<file path="config.mk">
export PLATFORM = sky130hd
export DESIGN_NAME = pipelined_rca_adder
export DESIGN_NICKNAME = d
export VERILOG_FILES = /design/src/rtl/pipelined_rca_adder.sv
export SDC_FILE = /design/constraint.sdc
export NUM_CORES = 1
export LEC_CHECK = 0
export BUFFER_PORTS_ARGS = -buffer_cell sky130_fd_sc_hd__buf_2
export CAP_MARGIN = 20
export CORE_MARGIN = 1.5
export CORE_UTILIZATION = 55
export CTS_CLUSTER_DIAMETER = 80
export CTS_CLUSTER_SIZE = 40
export DETAILED_ROUTE_END_ITERATION = 12
export PLACE_DENSITY = 0.88
export SETUP_SLACK_MARGIN = 0.15
export SLEW_MARGIN = 30
export SYNTH_ARGS = -nofsm -noshare
export SYNTH_HDL_FRONTEND = slang
export SYNTH_SLANG_ARGS = --single-unit
</file>
<file path="constraint.sdc">
create_clock -name clk -period 2.3 [get_ports clk]
set_input_delay 0.46 -clock clk [delete_from_list [all_inputs] [get_ports clk]]
set_output_delay 0.46 -clock clk [all_outputs]
set_load 0.02 [all_outputs]
</file>
<file path="src/rtl/pipelined_rca_adder.sv">
// WIDTH-bit a+b+cin split into STAGES registered ripple-carry slices, valid/ready on both sides.
// Define ADDER_OVERFLOW_EN to add a registered signed-overflow output (ovf) aligned with sum.
module pipelined_rca_adder #(
  parameter int WIDTH  = 16,
  parameter int STAGES = 4
) (
  input  logic             clk,
  input  logic             rst_n,
  input  logic             in_valid,
  output logic             in_ready,
  input  logic [WIDTH-1:0] a,
  input  logic [WIDTH-1:0] b,
  input  logic             cin,
  output logic             out_valid,
  input  logic             out_ready,
  output logic [WIDTH-1:0] sum,
  output logic             cout
`ifdef ADDER_OVERFLOW_EN
  ,
  output logic             ovf
`endif
);

  localparam int SLICE = WIDTH / STAGES;

  // One shared enable: the whole pipe moves or the whole pipe holds.
  logic en;
  assign en       = !out_valid || out_ready;
  assign in_ready = en;

  for (genvar k = 0; k < STAGES; k++) begin : g_stage
    localparam int LO  = k * SLICE;
    localparam int REM = WIDTH - LO;

    logic [REM-1:0]      a_in, b_in;
    logic                c_in, v_in;
    logic [SLICE-1:0]    slice_sum;
    logic [SLICE:0]      carry;
    logic [LO+SLICE-1:0] s_d, s_q;
    logic                c_q, v_q;

    if (k == 0) begin : g_head
      assign a_in = a;
      assign b_in = b;
      assign c_in = cin;
      assign v_in = in_valid;
      assign s_d  = slice_sum;
    end else begin : g_body
      assign a_in = g_stage[k-1].g_fwd.a_q;
      assign b_in = g_stage[k-1].g_fwd.b_q;
      assign c_in = g_stage[k-1].c_q;
      assign v_in = g_stage[k-1].v_q;
      // Lower sum bits ride along so every result bit exits in the same cycle.
      assign s_d  = {slice_sum, g_stage[k-1].s_q};
    end

    always_comb begin
      slice_sum = '0;
      carry     = '0;
      carry[0]  = c_in;
      for (int i = 0; i < SLICE; i++) begin
        slice_sum[i] = a_in[i] ^ b_in[i] ^ carry[i];
        carry[i+1]   = (a_in[i] & b_in[i]) | (carry[i] & (a_in[i] ^ b_in[i]));
      end
    end

    always_ff @(posedge clk or negedge rst_n) begin
      if (!rst_n) begin
        s_q <= '0;
        c_q <= 1'b0;
        v_q <= 1'b0;
      end else if (en) begin
        s_q <= s_d;
        c_q <= carry[SLICE];
        v_q <= v_in;
      end
    end

    // Operand skew: bits not yet consumed wait here for the next slice.
    if (k < STAGES - 1) begin : g_fwd
      logic [REM-SLICE-1:0] a_q, b_q;
      always_ff @(posedge clk or negedge rst_n) begin
        if (!rst_n) begin
          a_q <= '0;
          b_q <= '0;
        end else if (en) begin
          a_q <= a_in[REM-1:SLICE];
          b_q <= b_in[REM-1:SLICE];
        end
      end
    end
  end

  assign out_valid = g_stage[STAGES-1].v_q;
  assign sum       = g_stage[STAGES-1].s_q;
  assign cout      = g_stage[STAGES-1].c_q;

`ifdef ADDER_OVERFLOW_EN
  logic ovf_q;
  always_ff @(posedge clk or negedge rst_n) begin
    if (!rst_n) begin
      ovf_q <= 1'b0;
    end else if (en) begin
      ovf_q <= g_stage[STAGES-1].carry[SLICE-1] ^ g_stage[STAGES-1].carry[SLICE];
    end
  end
  assign ovf = ovf_q;
`endif

endmodule

</file>
# After elaboration in Yosys (flattened, before gate mapping)
# Cells that the tools add are included.
# op_classes
add_sub_neg	0
multipliers	0
div_mod_pow	0
n_lt_le_gt_ge	0
n_eq_ne	0
shifts	0
muxes	0
bitwise	80
reduce_logical	2
# op_table
cell	count
AND 1 bit	32
XOR 1 bit	32
OR 1 bit	16
logical NOT 1 bit	1
logical OR 1 bit	1
# totals
reg_bits	96
latch_bits	0
ramBits	0
romBits	0
input_bits	37
out_inout_bits	19
wordCells	100
memories	0

# Depth between registers and ports, before layout
# Gate-level depths: netlist of the first run.
# logic_depth
word_depth	9
mapped_depth	8
ltp_nobuf	8

# Worst setup path after synthesis of the first run
# No wires, ideal clock.
# synth_path
path_type	input to register
start	in a[0]
end	reg g_stage[0].s_q[3]
setup_time_ns	0.077
arrival_ns	2.017
required_ns	2.223
path_slack_ns	0.206
cell_stages	8
n_path_buf	0
path_cell_list	inv_1 > fa_1 > inv_1 > fa_1 > fa_1 > inv_1 > fa_1 > a21oi_1
# synth_between
elab_chain_len	8
word_cells_on_any_way	9
# synth_lines
element	line	text
start: declaration	11	input logic [WIDTH-1:0] a,
XOR 1 bit	63	carry[i+1] = (a_in[i] & b_in[i]) | (carry[i] & (a_in[i] ^ b_in[i]));
AND 1 bit	63	
OR 1 bit *	63	
AND 1 bit *	63	
OR 1 bit *	63	
AND 1 bit *	63	
OR 1 bit *	63	
XOR 1 bit *	62	slice_sum[i] = a_in[i] ^ b_in[i] ^ carry[i];
end signal: assignment	69	s_q <= '0;
end signal: assignment	73	s_q <= s_d;
end: declaration	39	logic [LO+SLICE-1:0] s_d, s_q;
# Mark *: on every way between the ends. The rest lies on a longest branch, timed or not.
# A chain may end at the register's enable or synchronous reset.

# Worst setup path after layout of the first run
# layout_path
start	reg g_stage[0].c_q
end	reg g_stage[1].s_q[7]
# layout_between
elab_chain_len	7
# layout_lines
element	line	text
start: declaration	40	logic c_q, v_q;
start signal: assignment	74	c_q <= carry[SLICE];
AND 1 bit	63	
OR 1 bit	63	
AND 1 bit	63	
OR 1 bit	63	
AND 1 bit	63	
OR 1 bit	63	
XOR 1 bit	62	
end signal: assignment	69	
end signal: assignment	73	
end: declaration	39	
# No other way between the ends.

==> run metrics, run 1 <==
Yosys cell types=12; max_cap viols=0; CP Data Arrival Time=2.38 ns; Reg area=0.00240 mm²; max-slew violation count=0; grt ovf=0; drt first-iter violations=81; Post-DRT Antenna Nets=0; area of the multi-input gates=0.00150 mm²; final hold violation count=0; wire length per cell=14.5 µm; first-pass GRT wire length=10.2 mm; Worst Tran Pin Value=0.561 ns; syn nets=311; r2r startpoint=g_stage[0].c_q$_DFFE_PN0P_; Worst Reg2Reg Path Length in Cells=8; htree depth=3; DRC viols=0; TritonCTS buffer count=9; slew margin rel.=0.626; TritonCTS clock tree=yes; Tmin final=2.10 ns; num rows=31; reg2reg setup slack=0.20 ns; # clock sinks=96; Post-DP HPWL=4.30 mm; final worst path period share=0.911; Total Neg Setup Slack=0 ns; Hold Path Class=in -> async; dpl cell area=0.00448 mm²; All-Layer GR Usage=0.173; Fmax=477 MHz; nets@finish=373; Ports=56; global placement routability congestion=0.745; initial core utilization=0.565; PD cells=1330 mW/mm²; # fillers=526; worst-path fanout max=2; CORE AREA=0.00721 mm²; Startpoint Class=flop; utilization after layout=0.656; sequential-to-total area share from yosys stat=0.589; clock skew=0.00812 ns; Clock Path Buffers=2; Port-buffer cells=55; crit path kind=reg -> reg; die width=89.1 µm; worst skew pair latency=0.35 ns; fraction of layout instances using a drive strength above 1=0.532; Final Setup Violations=0; initial antenna violation count=0; Reg-to-Reg End=g_stage[1].s_q[7]$_DFFE_PN0P_; Crit path required time=2.58 ns; crit end category=flop; Synth Register Bits=96; vias in the first global route=2201; largest net degree at the start of global routing=46; clock slew at reported path FFs=0.09 ns; fin area=0.00473 mm²; final wirelength=6.14 mm; Root Buffer Master=clkbuf_8; post-layout power=0.00627 W; warnings from Yosys=0; cells after synthesis=258; Post-Layout Cell Count=424; Die ar.=0.00794 mm²; mean post-synth cell area=15.8 µm²; Pleak=2.21 nW; First-pass DRT Iterations=4; dpl cells=406; hold_buf cts=0; RSZ-0062 raised after global routing=yes; vias per cell=4.99; status=completed; Ant. Diodes=0; die height=89.1 µm; vias=2117; Max VDD drop=0.000458 V; synthesis-to-finish area growth=16.0%; Post-Syn Area=0.00408 mm²
-- worst max-delay path, stage by stage, from the launching register on --
cell and delay, ns:
dfrtp_1 0.37, inv_1 0.10, fa_1 0.19, inv_1 0.05, fa_1 0.38, fa_2 0.34
inv_1 0.07, fa_1 0.41, a21oi_2 0.12
-- state kept, by name, indices dropped and copies added, names as in the netlist --
name	cells
g_stage.g_fwd.a_q	24
g_stage.g_fwd.b_q	24
g_stage.s_q	24
sum	16
g_stage.c_q	3
g_stage.v_q	3
cout	1
out_valid	1
-- metrics by stage --
stage | hold slack (ns) | setup WS, ns
2_1_floorplan | 0.164 | 0.206
3_3_place_gp | 0.441 | 0.0469
3_5_place_dp | 0.451 | -0.0381
4_1_cts | 0.103 | 0.152
5_1_grt | 0.120 | 0.113
6_report | 0.0961 | 0.204
-- per-layer routing --
metal	part of all wire	GRT usage	routed length [µm]	up-vias
li1	-	-	-	982
met1	0.45	0.228	2790	1088
met2	0.50	0.275	3070	40
met3	0.034	0.0554	210	7
met4	0.012	0.0545	74	0
met5	0	0	0	-
-- area by class of cell --
class                   instances  area share
clock inverters                 3      0.0138
repair buffers                 63      0.0820
inverters                      28      0.0222
clock buffers                  13      0.0315
multi-input cells             122       0.316
flip-flops and latches         96       0.508
well taps                      99      0.0262
-- cell families after synthesis --
kind of cell,synth area share
flops,0.589
fa+ha+maj,0.0785
simple gates,0.0215
buf+inv,0.0497
mux,0.250
compound gates,0.0110
-- placed cells by master, fill, tap and decap left out, drive strengths merged --
| cell type | count |
|---|---|
| dfrtp | 96 |
| mux2 | 83 |
| buf | 63 |
| inv | 28 |
| fa | 16 |
| clkbuf | 13 |
| nor3b | 9 |
| a21oi | 9 |
| mux2i | 3 |
| bufinv | 2 |
| nand2b | 2 |
| clkinv | 1 |
-- repair_timing --
item	CTS	global route
gates resized for setup	6	7
buffers inserted	1	1
cloned	0	0
pin swaps	1	1
endpoints found under the setup margin	2	3
-- Yosys cell counts --
cell      instances  share of area
nand2b_1          1         0.0015
a21oi_1           9          0.011
nand2b_4          1         0.0034
inv_1            28          0.026
nor3b_1           9          0.017
mux2_2           68           0.19
buf_2             6         0.0074
mux2_4           15          0.055
mux2i_1           3         0.0074
buf_6             6          0.017
fa_1             16          0.079
dfrtp_1          96           0.59
-- where the power goes --
group | leakage [nW] | internal, W | switching, W
clock network | 0.108 | 0.000643 | 0.000532
registers | 1.11 | 0.00242 | 0.000391
logic | 0.989 | 0.00125 | 0.00103
total | 2.21 | 0.00431 | 0.00196
-- how the worst max path moves through the flow --
stage / start / to
2_1_floorplan: a[0] / g_stage[0].s_q[3]$_DFFE_PN0P_
3_3_place_gp: a[0] / g_stage[0].s_q[3]$_DFFE_PN0P_
3_5_place_dp: a[0] / g_stage[0].s_q[3]$_DFFE_PN0P_
4_1_cts: g_stage[0].c_q$_DFFE_PN0P_ / g_stage[1].s_q[7]$_DFFE_PN0P_
5_1_grt: g_stage[0].g_fwd.a_q[0]$_DFFE_PN0P_ / g_stage[1].s_q[7]$_DFFE_PN0P_
6_report: g_stage[0].c_q$_DFFE_PN0P_ / g_stage[1].s_q[7]$_DFFE_PN0P_
Note: power is estimated with default switching activity, not from simulation.
==> run 2, diff against run 1 <==
CORE_UTILIZATION = 42   (was 55)
PLACE_DENSITY = 0.72   (was 0.88)
==> run metrics, run 2 (synthesized netlist as in run 1, its figures left out) <==
drt first-iter violations=66 (-19%); clock slew at reported path FFs=0.09 ns (about the same); crit end category=flop; sw frac=0.319 (+0.00686); Worst Tran Pin Value=0.539 ns (-0.0217 ns); initial core utilization=0.437 (-0.128); area of the multi-input gates=0.00150 mm² (unchanged); vias per cell=4.63 (-7.3%); Post-DP HPWL=4.19 mm (-2.5%); wire length per cell=12.9 µm (-11%); vias in the first global route=2161 (-1.8%); Internal Dissipation=0.00417 W (-3.3%); final worst path period share=0.900 (-0.0118); slew margin rel.=0.641 (+0.0145); clock skew=0.0115 ns (+0.00335 ns); fraction of layout instances using a drive strength above 1=0.538 (+0.00615); worst skew pair latency=0.35 ns (about the same); die height=102 µm (+14%); Pleak=2.20 nW (-0.26%); # clock sinks=96 (unchanged); Met2 Routed Length=2.72 mm (-11%); crit path kind=reg -> reg; TritonCTS buffer count=9 (unchanged); Final Setup Violations=0 (unchanged); All-Layer GR Usage=0.124 (-0.0494); Reg area=0.00240 mm² (unchanged); # fillers=797 (+52%); die width=102 µm (+14%); Post-Layout Cell Count=454 (+7.1%); htree depth=3 (unchanged); Die ar.=0.0103 mm² (+30%); Max VDD drop=0.000463 V (+1.1%); reg2reg setup slack=0.23 ns (+0.03 ns); Startpoint Class=flop; vias=2102 (-0.71%); Net Sw Power=0.00195 W (-0.18%); dpl cells=438 (+7.9%); sequential power share=0.459 (+0.010); Ports=56 (unchanged); Comb power frac=0.366 (+0.002); Clk pwr share=0.175 (-0.012); final worst setup slack=0.231 ns (+0.0272 ns); Fmax=483 MHz (+1.3%); nets@finish=373 (unchanged); final wirelength=5.86 mm (-4.6%); Root Buffer Master=clkbuf_8; Post-DRT Antenna Nets=0 (unchanged); Worst Reg2Reg Path Length in Cells=8 (unchanged); RSZ-0062 raised after global routing=yes; First-pass DRT Iterations=3 (-1); Ant. Diodes=0 (unchanged); final hold slack=0.0796 ns (-0.0165 ns); most common cell after layout, fill and taps aside=dfrtp_1; max_cap viols=0 (unchanged); Top Metal Used=met4; worst slack at placement=-0.0331 ns (+0.00500 ns); initial antenna violation count=0 (unchanged); final hold violation count=0 (unchanged); Crit path required time=2.58 ns (about the same); CORE AREA=0.00933 mm² (+29%); PD cells=1290 mW/mm² (-3.0%); Top Registers=g_stage.g_fwd.a_q: 24 flops, g_stage.g_fwd.b_q: 24 flops, g_stage.s_q: 24 flops; Clock Path Buffers=2 (unchanged); DRT met1 WL=2.79 mm (about the same); max-slew violation count=0 (unchanged); Port-buffer cells=55 (unchanged); DR WL met3=232 µm (+10%); first-pass GRT wire length=9.83 mm (-3.3%); Tmin final=2.07 ns (-0.0272 ns); worst-path fanout max=2 (unchanged); TritonCTS clock tree=yes; Reg-to-Reg End=g_stage[2].s_q[11]$_DFFE_PN0P_; largest net degree at the start of global routing=45 (-2.2%); DRC viols=0 (unchanged); global placement routability congestion=0.743 (-0.32%); hold_buf cts=0 (unchanged); Hold Path Class=in -> async; synthesis-to-finish area growth=16.7%; num rows=35 (+13%); CP Data Arrival Time=2.35 ns (-0.03 ns); grt ovf=0 (unchanged); status=completed; r2r startpoint=g_stage[1].c_q$_DFFE_PN0P_; most frequent cells in the layout=96 x dfrtp_1, 68 x mux2_2, 54 x buf_2
run 2: cell types whose count changed in the layout (fill, tap and decap cells not counted):
cell,change
clkbuf_1,-2
clkinv_4,+2
buf_12,+1
buf_4,-1
bufinv_16,-1
clkbuf_8,-1
clkinvlp_4,+1
inv_6,+1
run 2: repair_timing:
action,CTS,global route
setup endpoints to repair,2,3
pin swaps,0,2
resized for setup,2,11
hold endpoints to repair,0,0
setup buffers,0,0
run 2: stage by stage:
| stage | power, W | util | TNS [ns] | area, µm² |
|---|---|---|---|---|
| finish | 0.00612 | 0.511 | 0 | 4760 |
| global route | 0.00661 | 0.511 | 0 | 4760 |
| CTS | 0.00618 | 0.509 | 0 | 4740 |
| detailed placement | 0.00508 | 0.487 | -0.0331 | 4540 |
| global placement | 0.00499 | 0.487 | 0 | 4540 |
| floorplan | 0.00443 | - | 0 | 4080 |
run 2: metal layers:
layer / GRT usage / up-vias
met2: 0.196 / 43
met5: 0 / -
met4: 0.0577 / 0
met1: 0.164 / 1070
met3: 0.0248 / 10
li1: - / 979
run 2: cell type report:
type	instances	area share
multi-input cells	122	0.314
inverters	28	0.0221
clock buffers	10	0.0268
well taps	129	0.0339
flip-flops and latches	96	0.504
repair buffers	63	0.0841
clock inverters	6	0.0145
run 2: worst max path at each step:
| stage | cells past startpoint | end | slack (ns) | startpoint |
|---|---|---|---|---|
| detailed placement | 9 | g_stage[0].s_q[3]$_DFFE_PN0P_ | -0.03 | b[0] |
| floorplan | 8 | g_stage[0].s_q[3]$_DFFE_PN0P_ | 0.21 | a[0] |
| CTS | 8 | g_stage[2].s_q[11]$_DFFE_PN0P_ | 0.17 | g_stage[1].c_q$_DFFE_PN0P_ |
| finish | 8 | g_stage[2].s_q[11]$_DFFE_PN0P_ | 0.23 | g_stage[1].c_q$_DFFE_PN0P_ |
| global route | 8 | g_stage[2].s_q[11]$_DFFE_PN0P_ | 0.11 | g_stage[1].c_q$_DFFE_PN0P_ |
| global placement | 9 | g_stage[0].s_q[3]$_DFFE_PN0P_ | 0.08 | a[0] |
run 2: power groups by stage:
stage,registers (W),clock network [W],logic (W)
2_1_floorplan,0.00295,0,0.00148
3_3_place_gp,0.00281,0,0.00218
3_5_place_dp,0.00284,0,0.00224
4_1_cts,0.00281,0.00111,0.00225
5_1_grt,0.00291,0.00118,0.00252
6_report,0.00281,0.00107,0.00224
run 2: worst max-delay path: stages, from the launching register on:
cell	delay (ns)
dfrtp_1	0.38
inv_2	0.07
fa_1	0.16
inv_1	0.05
fa_1	0.37
fa_2	0.35
inv_2	0.06
fa_1	0.42
a21oi_2	0.14
==> run 3, diff against run 2 <==
MAX_ROUTING_LAYER = met4   (was default)
==> run metrics, run 3 (synthesized netlist as in run 1, its figures left out) <==
status=completed; initial antenna violation count=0 (unchanged); final hold violation count=0 (unchanged); htree depth=3 (unchanged); CORE AREA=0.00933 mm² (unchanged); dpl cells=438 (unchanged); Reg-to-Reg End=g_stage[2].s_q[11]$_DFFE_PN0P_; Hold Path Class=in -> async; Total Neg Setup Slack=0 ns (unchanged); final wirelength=5.87 mm (+0.24%); Root Buffer Master=clkbuf_8; Fmax=483 MHz (about the same); most common cell after layout, fill and taps aside=dfrtp_1; num rows=35 (unchanged); fin area=0.00476 mm² (unchanged); final worst path period share=0.900 (about the same); grt ovf=0 (unchanged); Post-DP HPWL=4.19 mm (unchanged); Crit path required time=2.58 ns (about the same); crit path kind=reg -> reg; crit end category=flop; worst-path fanout max=2 (unchanged); First-pass DRT Iterations=3 (unchanged); synthesis-to-finish area growth=16.7% (unchanged); dpl cell area=0.00454 mm² (unchanged); Clock Path Buffers=2 (unchanged); global placement routability congestion=0.752 (+1.3%); # clock sinks=96 (unchanged); drt first-iter violations=61 (-7.6%); RSZ-0062 raised after global routing=yes; CP Data Arrival Time=2.35 ns (about the same); clock slew at reported path FFs=0.09 ns (about the same); initial core utilization=0.437 (unchanged); largest net degree at the start of global routing=45 (unchanged); Port-buffer cells=55 (unchanged); vias per cell=4.65 (+0.38%); die width=102 µm (unchanged); die height=102 µm (unchanged); Ports=56 (unchanged); All-Layer GR Usage=0.128 (+0.00408); vias=2110 (+0.38%); Post-CTS Setup Bufs=0 (unchanged); clock skew=0.0121 ns (+0.000639 ns); reg2reg setup slack=0.23 ns (about the same); Ant. Diodes=0 (unchanged); PD cells=1290 mW/mm² (about the same); Top Registers=g_stage.g_fwd.a_q: 24 flops, g_stage.g_fwd.b_q: 24 flops, g_stage.s_q: 24 flops; Final Setup Violations=0 (unchanged); Pleak=2.20 nW (unchanged); Startpoint Class=flop; Tmin final=2.07 ns (-0.000236 ns); Post-DRT Antenna Nets=0 (unchanged); r2r startpoint=g_stage[1].c_q$_DFFE_PN0P_; Max VDD drop=0.000464 V (+0.19%); TritonCTS buffer count=9 (unchanged); first-pass GRT wire length=9.86 mm (+0.28%); Worst Tran Pin Value=0.541 ns (+0.00174 ns); Die ar.=0.0103 mm² (unchanged); post-layout power=0.00612 W (about the same); CP endpoint=g_stage[2].s_q[11]$_DFFE_PN0P_; vias in the first global route=2166 (+0.23%); TritonCTS clock tree=yes; Worst Setup SP=g_stage[1].c_q$_DFFE_PN0P_; Worst Reg2Reg Path Length in Cells=8 (unchanged); worst skew pair latency=0.35 ns (about the same); most frequent cells in the layout=96 x dfrtp_1, 68 x mux2_2, 54 x buf_2; # fillers=797 (unchanged); wire length per cell=12.9 µm (+0.24%); Post-Layout Cell Count=454 (unchanged); hold_buf cts=0 (unchanged); slew margin rel.=0.639 (-0.00116); max_cap viols=0 (unchanged); max-slew violation count=0 (unchanged); fraction of layout instances using a drive strength above 1=0.538 (unchanged); utilization after layout=0.511 (unchanged); nets@finish=373 (unchanged); DRC viols=0 (unchanged)
## run 3: cell counts in the layout (fill, tap and decap cells not counted)
Identical to the previous run, type by type.
## run 3: power by group
group	switching, W	internal [W]	leakage, nW
registers	0.000387	0.00242	1.11
logic	0.00100	0.00124	0.994
clock network	0.000564	0.000509	0.0968
total	0.00195	0.00417	2.20
## run 3: area by class of cell
| class | instances | area (µm²) | share of cell area |
|---|---|---|---|
| clock buffer | 10 | 128 | 0.0268 |
| sequential | 96 | 2400 | 0.504 |
| timing repair buffer | 63 | 400 | 0.0841 |
| tap | 129 | 161 | 0.0339 |
| multi-input combinational | 122 | 1500 | 0.314 |
| clock inverter | 6 | 68.8 | 0.0145 |
| inverter | 28 | 105 | 0.0221 |
## run 3: worst min-delay path by stage
stage                               start  cells past startpoint                             to
3_5_place_dp   g_stage[2].v_q$_DFFE_PN0P_                      1          out_valid$_DFFE_PN0P_
5_1_grt                             rst_n                      1  g_stage[2].s_q[0]$_DFFE_PN0P_
6_report                            rst_n                      1  g_stage[1].s_q[0]$_DFFE_PN0P_
4_1_cts                             rst_n                      1             sum[5]$_DFFE_PN0P_
3_3_place_gp   g_stage[2].v_q$_DFFE_PN0P_                      1          out_valid$_DFFE_PN0P_
2_1_floorplan                       rst_n                      0               cout$_DFFE_PN0P_
## run 3: stage by stage
| step | hold slack, ns | worst slack, ns |
|---|---|---|
| floorplan | 0.164 | 0.206 |
| global placement | 0.456 | 0.0773 |
| detailed placement | 0.471 | -0.0331 |
| CTS | 0.104 | 0.167 |
| global route | 0.121 | 0.108 |
| finish | 0.0830 | 0.231 |
## run 3: repair_timing
| action | CTS | global route |
|---|---|---|
| setup endpoints to repair | 2 | 3 |
| gates resized for setup | 2 | 11 |
| pin swaps | 0 | 2 |
| gates cloned | 0 | 0 |
## run 3: metal layers
| metal | global-route usage | part of all wire |
|---|---|---|
| met5 | - | 0 |
| met4 | 0.0577 | 0.018 |
| met3 | 0.0248 | 0.039 |
| met2 | 0.196 | 0.47 |
| met1 | 0.164 | 0.48 |
## run 3: worst max-delay path: stages, from the launching register on
cell	delay, ns
dfrtp_1	0.38
inv_2	0.07
fa_1	0.16
inv_1	0.05
fa_1	0.37
fa_2	0.35
inv_2	0.06
fa_1	0.42
a21oi_2	0.14
